$ cat src/rtl/madd_err_eval_pkg.sv
// Shared types and helpers for the approximate multiply-add error evaluator.
package madd_eval_pkg;

   typedef enum logic [1:0] {
      IDLE,
      RUN,
      DRAIN,
      DONE
   } state_t;

   localparam int ABS_W = 64;

   function automatic int stim_w(input int w);
      return 3 * w;
   endfunction

   function automatic int res_w(input int w);
      return 2 * w;
   endfunction

   function automatic int cnt_w(input int w);
      return 3 * w + 1;
   endfunction

   function automatic int max_w(input int w);
      return 2 * w + 1;
   endfunction

   function automatic int sum_w(input int w);
      return 5 * w + 1;
   endfunction

   function automatic logic [ABS_W-1:0] abs_diff(input logic [ABS_W-1:0] x,
                                                 input logic [ABS_W-1:0] y);
      return (x >= y) ? (x - y) : (y - x);
   endfunction

endpackage

$ cat src/rtl/madd_err_eval_if.sv
// Stimulus/result and status bundle between the evaluator and its harness.
interface madd_err_eval_if #(
   parameter int W = 6
);
   import madd_eval_pkg::*;

   logic                    start_i;
   logic                    pause_i;
   logic [stim_w(W)-1:0]    stim_o;
   logic [res_w(W)-1:0]     dut_res_i;
   logic                    busy_o;
   logic                    done_o;
   logic [cnt_w(W)-1:0]     err_cnt_o;
   logic [max_w(W)-1:0]     max_err_o;
   logic [sum_w(W)-1:0]     sum_err_o;

   modport master (
      input  start_i, pause_i, dut_res_i,
      output stim_o, busy_o, done_o, err_cnt_o, max_err_o, sum_err_o
   );

   modport slave (
      output start_i, pause_i, dut_res_i,
      input  stim_o, busy_o, done_o, err_cnt_o, max_err_o, sum_err_o
   );

endinterface

$ cat src/rtl/madd_exact_ref.sv
// Exact a*b+c reference, widened to 2W+1 bits so nothing is truncated.
module madd_exact_ref #(
   parameter int W = 6
) (
   input  logic [W-1:0] a,
   input  logic [W-1:0] b,
   input  logic [W-1:0] c,
   output logic [2*W:0] exact
);
   localparam int EW = 2 * W + 1;

   always_comb begin
      exact = EW'(a) * EW'(b) + EW'(c);
   end

endmodule

$ cat src/rtl/madd_err_eval.sv
// Sweeps every (a,b,c) vector through an external approximate multiply-add
// and accumulates error count, max and sum against the exact result.
module madd_err_eval
   import madd_eval_pkg::*;
#(
   parameter int W       = 6,
   parameter int DUT_LAT = 1
) (
   input  logic            clk,
   input  logic            rst_n,
   madd_err_eval_if.master bus
);
   localparam int SW = stim_w(W);
   localparam int CW = cnt_w(W);
   localparam int EW = max_w(W);
   localparam int UW = sum_w(W);

   state_t          state;
   logic [SW-1:0]   cnt;
   logic [DUT_LAT-1:0] vld;
   logic [EW-1:0]   ex_pipe [DUT_LAT];
   logic [EW-1:0]   exact_now;
   logic [EW-1:0]   err;
   logic            issue;

   // Exact value is computed from the vector being issued and carried with its token.
   madd_exact_ref #(.W(W)) u_ref (
      .a     (cnt[W-1:0]),
      .b     (cnt[2*W-1:W]),
      .c     (cnt[3*W-1:2*W]),
      .exact (exact_now)
   );

   always_comb begin
      issue = (state == RUN) && !bus.pause_i;
      err   = EW'(abs_diff(ABS_W'(ex_pipe[DUT_LAT-1]), ABS_W'(bus.dut_res_i)));
   end

   always_ff @(posedge clk or negedge rst_n) begin
      if (!rst_n) begin
         state         <= IDLE;
         cnt           <= '0;
         vld           <= '0;
         bus.stim_o    <= '0;
         bus.busy_o    <= 1'b0;
         bus.done_o    <= 1'b0;
         bus.err_cnt_o <= '0;
         bus.max_err_o <= '0;
         bus.sum_err_o <= '0;
         for (int unsigned i = 0; i < DUT_LAT; i++) begin
            ex_pipe[i] <= '0;
         end
      end else begin
         vld[0]     <= issue;
         ex_pipe[0] <= exact_now;
         for (int unsigned i = 1; i < DUT_LAT; i++) begin
            vld[i]     <= vld[i-1];
            ex_pipe[i] <= ex_pipe[i-1];
         end

         if (vld[DUT_LAT-1]) begin
            bus.err_cnt_o <= bus.err_cnt_o + CW'(err != '0);
            bus.sum_err_o <= bus.sum_err_o + UW'(err);
            if (err > bus.max_err_o) begin
               bus.max_err_o <= err;
            end
         end

         case (state)
            IDLE, DONE: begin
               if (bus.start_i) begin
                  state         <= RUN;
                  cnt           <= '0;
                  bus.busy_o    <= 1'b1;
                  bus.done_o    <= 1'b0;
                  bus.err_cnt_o <= '0;
                  bus.max_err_o <= '0;
                  bus.sum_err_o <= '0;
               end
            end
            RUN: begin
               if (!bus.pause_i) begin
                  bus.stim_o <= cnt;
                  cnt        <= cnt + 1'b1;
                  if (cnt == '1) begin
                     state <= DRAIN;
                  end
               end
            end
            DRAIN: begin
               if (vld == '0) begin
                  state      <= DONE;
                  bus.busy_o <= 1'b0;
                  bus.done_o <= 1'b1;
               end
            end
            default: state <= IDLE;
         endcase
      end
   end

endmodule
$ cat src/flat_wrapper.sv
// flat-port wrapper written by rule: the top's interface ports become plain ports
module madd_err_eval_flat import madd_eval_pkg::*;
#(
   parameter int W       = 6,
   parameter int DUT_LAT = 1
)
  (clk, rst_n, bus_start_i, bus_pause_i, bus_dut_res_i, bus_stim_o, bus_busy_o, bus_done_o, bus_err_cnt_o, bus_max_err_o, bus_sum_err_o);
  madd_err_eval_if #(.W(W)) bus_i ();
  input  logic clk;
  input  logic rst_n;
  input wire logic [$bits(bus_i.start_i)-1:0] bus_start_i;
  input wire logic [$bits(bus_i.pause_i)-1:0] bus_pause_i;
  input wire logic [$bits(bus_i.dut_res_i)-1:0] bus_dut_res_i;
  output wire logic [$bits(bus_i.stim_o)-1:0] bus_stim_o;
  output wire logic [$bits(bus_i.busy_o)-1:0] bus_busy_o;
  output wire logic [$bits(bus_i.done_o)-1:0] bus_done_o;
  output wire logic [$bits(bus_i.err_cnt_o)-1:0] bus_err_cnt_o;
  output wire logic [$bits(bus_i.max_err_o)-1:0] bus_max_err_o;
  output wire logic [$bits(bus_i.sum_err_o)-1:0] bus_sum_err_o;
  assign bus_i.start_i = bus_start_i;
  assign bus_i.pause_i = bus_pause_i;
  assign bus_i.dut_res_i = bus_dut_res_i;
  assign bus_stim_o = bus_i.stim_o;
  assign bus_busy_o = bus_i.busy_o;
  assign bus_done_o = bus_i.done_o;
  assign bus_err_cnt_o = bus_i.err_cnt_o;
  assign bus_max_err_o = bus_i.max_err_o;
  assign bus_sum_err_o = bus_i.sum_err_o;
  madd_err_eval #(.W(W), .DUT_LAT(DUT_LAT)) u_core (.clk(clk), .rst_n(rst_n), .bus(bus_i));
endmodule
$ cat config.mk
export PLATFORM = sky130hd
export DESIGN_NAME = madd_err_eval_flat
export DESIGN_NICKNAME = d
export VERILOG_FILES = /design/src/rtl/madd_err_eval_pkg.sv /design/src/rtl/madd_err_eval_if.sv /design/src/rtl/madd_exact_ref.sv /design/src/rtl/madd_err_eval.sv /design/src/flat_wrapper.sv
export SDC_FILE = /design/constraint.sdc
export NUM_CORES = 1
export LEC_CHECK = 0
export BUFFER_PORTS_ARGS = -buffer_cell sky130_fd_sc_hd__buf_2
export CAP_MARGIN = 25
export CORE_MARGIN = 4
export CORE_UTILIZATION = 35
export CTS_CLUSTER_DIAMETER = 100
export CTS_CLUSTER_SIZE = 16
export DETAILED_ROUTE_END_ITERATION = 8
export RECOVER_POWER = 50
export SETUP_SLACK_MARGIN = 0.5
export SYNTH_ARGS = -nofsm -noshare
export SYNTH_HDL_FRONTEND = slang
export SYNTH_SLANG_ARGS = --single-unit
$ cat constraint.sdc
create_clock -name clk -period 11.4 [get_ports clk]
set_input_delay 1.14 -clock clk [delete_from_list [all_inputs] [get_ports clk]]
set_output_delay 1.14 -clock clk [all_outputs]
set_load 0.02 [all_outputs]
==> flow_summary.toml <==
[power_and_ir_drop]
powerDensity_nw_per_um2 = 161.9
leakage_nw = 4.744
peakVddDrop_mv = 0.09465
total_power_mw = 1.639

[critical_path]
cp.arrival_ns = 6.95
cp_cell_sequence = "buf_2 -> inv_1 -> ha_1 -> nand4_2 -> nor4b_4 -> a221o_1 -> nor2_2 -> mux2i_1 -> a21o_1 -> a31oi_1 -> xor2_1 -> inv_1 -> ha_1 -> nand4_1 -> nor3_1 -> or3b_1 -> a2111oi_0 -> or4_1 -> nand3_1 -> a41oi_2 -> buf_8 -> nor2_1 -> a211oi_2"
startpoint_type = "input port"
cpMaxStageDelayCell = "a41oi_2"
cp_max_fo = 14
critical_path.reg2reg.endpoint = "u_core.bus.max_err_o[7]$_DFF_PN0_"
slowest_delay_ns = 0.61
cp_top_family = "simple AND/OR/NAND/NOR gates"
r2r_start = "u_core.ex_pipe[6]$_DFF_PN0_"
rr_worst_depth = 21
cp.depth = 23
path_class = "in -> reg"
worstPathRequired_ns = 11.73
endpoint_kind = "register"
path_buf_inv = 4
rrSetupSlack_ns = 5.20

[finish]
nNetsFinal = 1211
layout_commonest_cell = "nand2_1"
drive_gt1_frac = 0.07215
fin_cells = 1419
fin_util = 0.4115
final_area_um2 = 10120
final_cell_mix = "134 x nand2_1, 117 x dfrtp_1, 89 x ha_1"
antenna_cells = 0
area_growth_pct = 14.47

[clocking]
htree_levels = 4
clkLatencyLatePin_ns = 0.42
cts_hold_buf = 0
root_buffer = "clkbuf_16"
clk_pin_slew_ns = 0.06
clockBufferDepth = 2
ctsResizeCount = 0
post_cts_buffers = 0
cts_sinks = 117
cts_buffers = 17
cts_tree = "yes"

[yosys]
synth_area_um2 = 8845
synth_edf_count = 0
ys_warn_count = 0
synth_nets = 1126
synth_cells = 998
async_reset_ff_frac = 1.000
seq_area_frac_synth = 0.3310
syn_area_per_cell_um2 = 8.862
ys_ff_latch = 117
synth-main-ff-cell = "dfrtp_1"
synth_cell_type_count = 76

[global_route]
antenna_found_initial = 0
grt.overflow.total = 0
grt_pass1_wl_mm = 37.67
gr-usage-all-layers = 0.1633
grt_pass1_vias = 7275
grt_max_degree = 65

[run]
max-cap-violations = 2

[place]
place_area_um2 = 9641
hpwlAfterDp_mm = 16.93
port_buffers = 98
dp.cells = 1388
gp_congestion = 0.9147

[min_path]
holdCritPathClass = "reg -> reg"
min_path_cells = 2
holdPathEnd = "u_core.bus.stim_o[7]$_DFFE_PN0P_"
min_from = "u_core.bus.stim_o[7]$_DFFE_PN0P_"

[timing]
grt_setup_unrepaired = "no"
fin_crit_sh = 0.5807
hold_viol = 0
setup_viol = 0
layout_min_cycle_time_ns = 6.620
tightest_slew_ns = 3.027
slew_headroom = -1.018
setup_tns_ns = 0
drv_slew = 81
fmax_mhz = 151.1
fin_skew_ns = 0.007415

[route]
routed_wl_mm = 22.60
via_per_inst = 5.120
dr.pass1.iters = 5
vias = 7265
ant_nets = 0
drcViolationCount = 0
wl_per_cell_um = 15.93
drt_iter0_drc = 428

[floorplanning]
fp.dieArea_um2 = 27880
die_h_um = 167.0
core_um2 = 24600
rows = 57
floorplan.initialDensity = 0.3595
die-width_um = 167.0
io_pins = 99

[status]
violations = "capacitance limit, slew limit"
outcome = "complete, but fails checks"
cell families (layout without fill, tap and decap cells):
kind of cell             after synthesis  after routing  synth area share
XOR/XNOR                              63             63           0.06239
flip-flops                           117            117            0.3310
AND/OR/NAND/NOR                      373            373            0.2027
multiplexers                          18             18           0.02037
adder cells (fa/ha/maj)              112            112            0.1780
buffers and inverters                131            228           0.05913
AO/OA/AOI/OAI                        184            184            0.1464
routing by layer:
metal	global-route usage	routed length [um]	vias to the layer above
met5	0	0	-
met4	0.04696	429	0
met3	0.03413	887	31
met2	0.2732	10780	139
met1	0.2141	10500	3487
li1	-	-	3608
power breakdown:
group	leakage (nW)	total [mW]	internal (mW)	switching [mW]
logic	2.86	0.571	0.195	0.376
clock network	0.284	0.548	0.347	0.201
registers	1.60	0.520	0.467	0.0531
worst reg2reg max path: stages, from the launching register on:
cell and delay [ns]:
dfrtp_1 0.41, ha_1 0.52, nand4_2 0.20, nor4b_4 0.43, a221o_1 0.44, nor2_2 0.17, mux2i_1 0.19, a21o_1 0.20
a31oi_1 0.18, xor2_1 0.29, inv_1 0.13, ha_1 0.31, nand4_1 0.15, nor3_1 0.37, or3b_1 0.37, a2111oi_0 0.32
or4_1 0.18, nand3_1 0.10, a41oi_2 0.61, buf_8 0.24, nor2_1 0.06, a211oi_2 0.22
Yosys cell counts (all sizes together) (18+ instances only):
master | n | area share
nand2 | 135 | 0.058
fa | 23 | 0.052
dfrtp | 117 | 0.33
nand3 | 28 | 0.016
xor2 | 30 | 0.030
xnor2 | 33 | 0.033
ha | 89 | 0.13
or3 | 22 | 0.016
nor3 | 18 | 0.010
a21oi | 49 | 0.029
clkbuf | 29 | 0.012
inv | 88 | 0.037
nor2 | 86 | 0.037
mux2i | 18 | 0.020
o21ai | 41 | 0.024
through the flow:
stage | setup WS, ns | hold slack [ns]
floorplan | 5.653 | 0.4896
global route | 4.216 | 0.5046
global placement | 4.268 | 0.4561
detailed placement | 4.344 | 0.4576
CTS | 4.778 | 0.4724
finish | 4.780 | 0.4720
layout make-up:
| class | instances | area [um^2] |
|---|---|---|
| fillers | 2511 | 14480 |
| multi-input cells | 750 | 5395 |
| flip-flops and latches | 117 | 2928 |
| repair buffers | 107 | 461.7 |
| clock buffers | 18 | 439.2 |
| well taps | 324 | 405.4 |
| inverters | 90 | 337.8 |
| clock inverters | 13 | 157.7 |
flip-flops by register name, summed over array words and instances, names as in the netlist:
register and cells:
u_core.bus.err_cnt_o 19, u_core.bus.busy_o 1, u_core.bus.done_o 1, u_core.bus.max_err_o 13
u_core.vld 1, u_core.cnt 18, u_core.ex_pipe 13, u_core.bus.stim_o 18
u_core.state 2, u_core.bus.sum_err_o 31
worst max-delay path by stage:
stage	from	endpoint	slack, ns
after floorplan	bus_dut_res_i[8]	u_core.bus.max_err_o[0]$_DFF_PN0_	5.65
after global placement	bus_dut_res_i[6]	u_core.bus.max_err_o[1]$_DFF_PN0_	4.27
after detailed placement	bus_dut_res_i[6]	u_core.bus.max_err_o[7]$_DFF_PN0_	4.34
after CTS	bus_dut_res_i[6]	u_core.bus.max_err_o[7]$_DFF_PN0_	4.78
after global routing	bus_dut_res_i[6]	u_core.bus.max_err_o[7]$_DFF_PN0_	4.22
final	bus_dut_res_i[6]	u_core.bus.max_err_o[7]$_DFF_PN0_	4.78
Power figures use the tool's default switching activity.
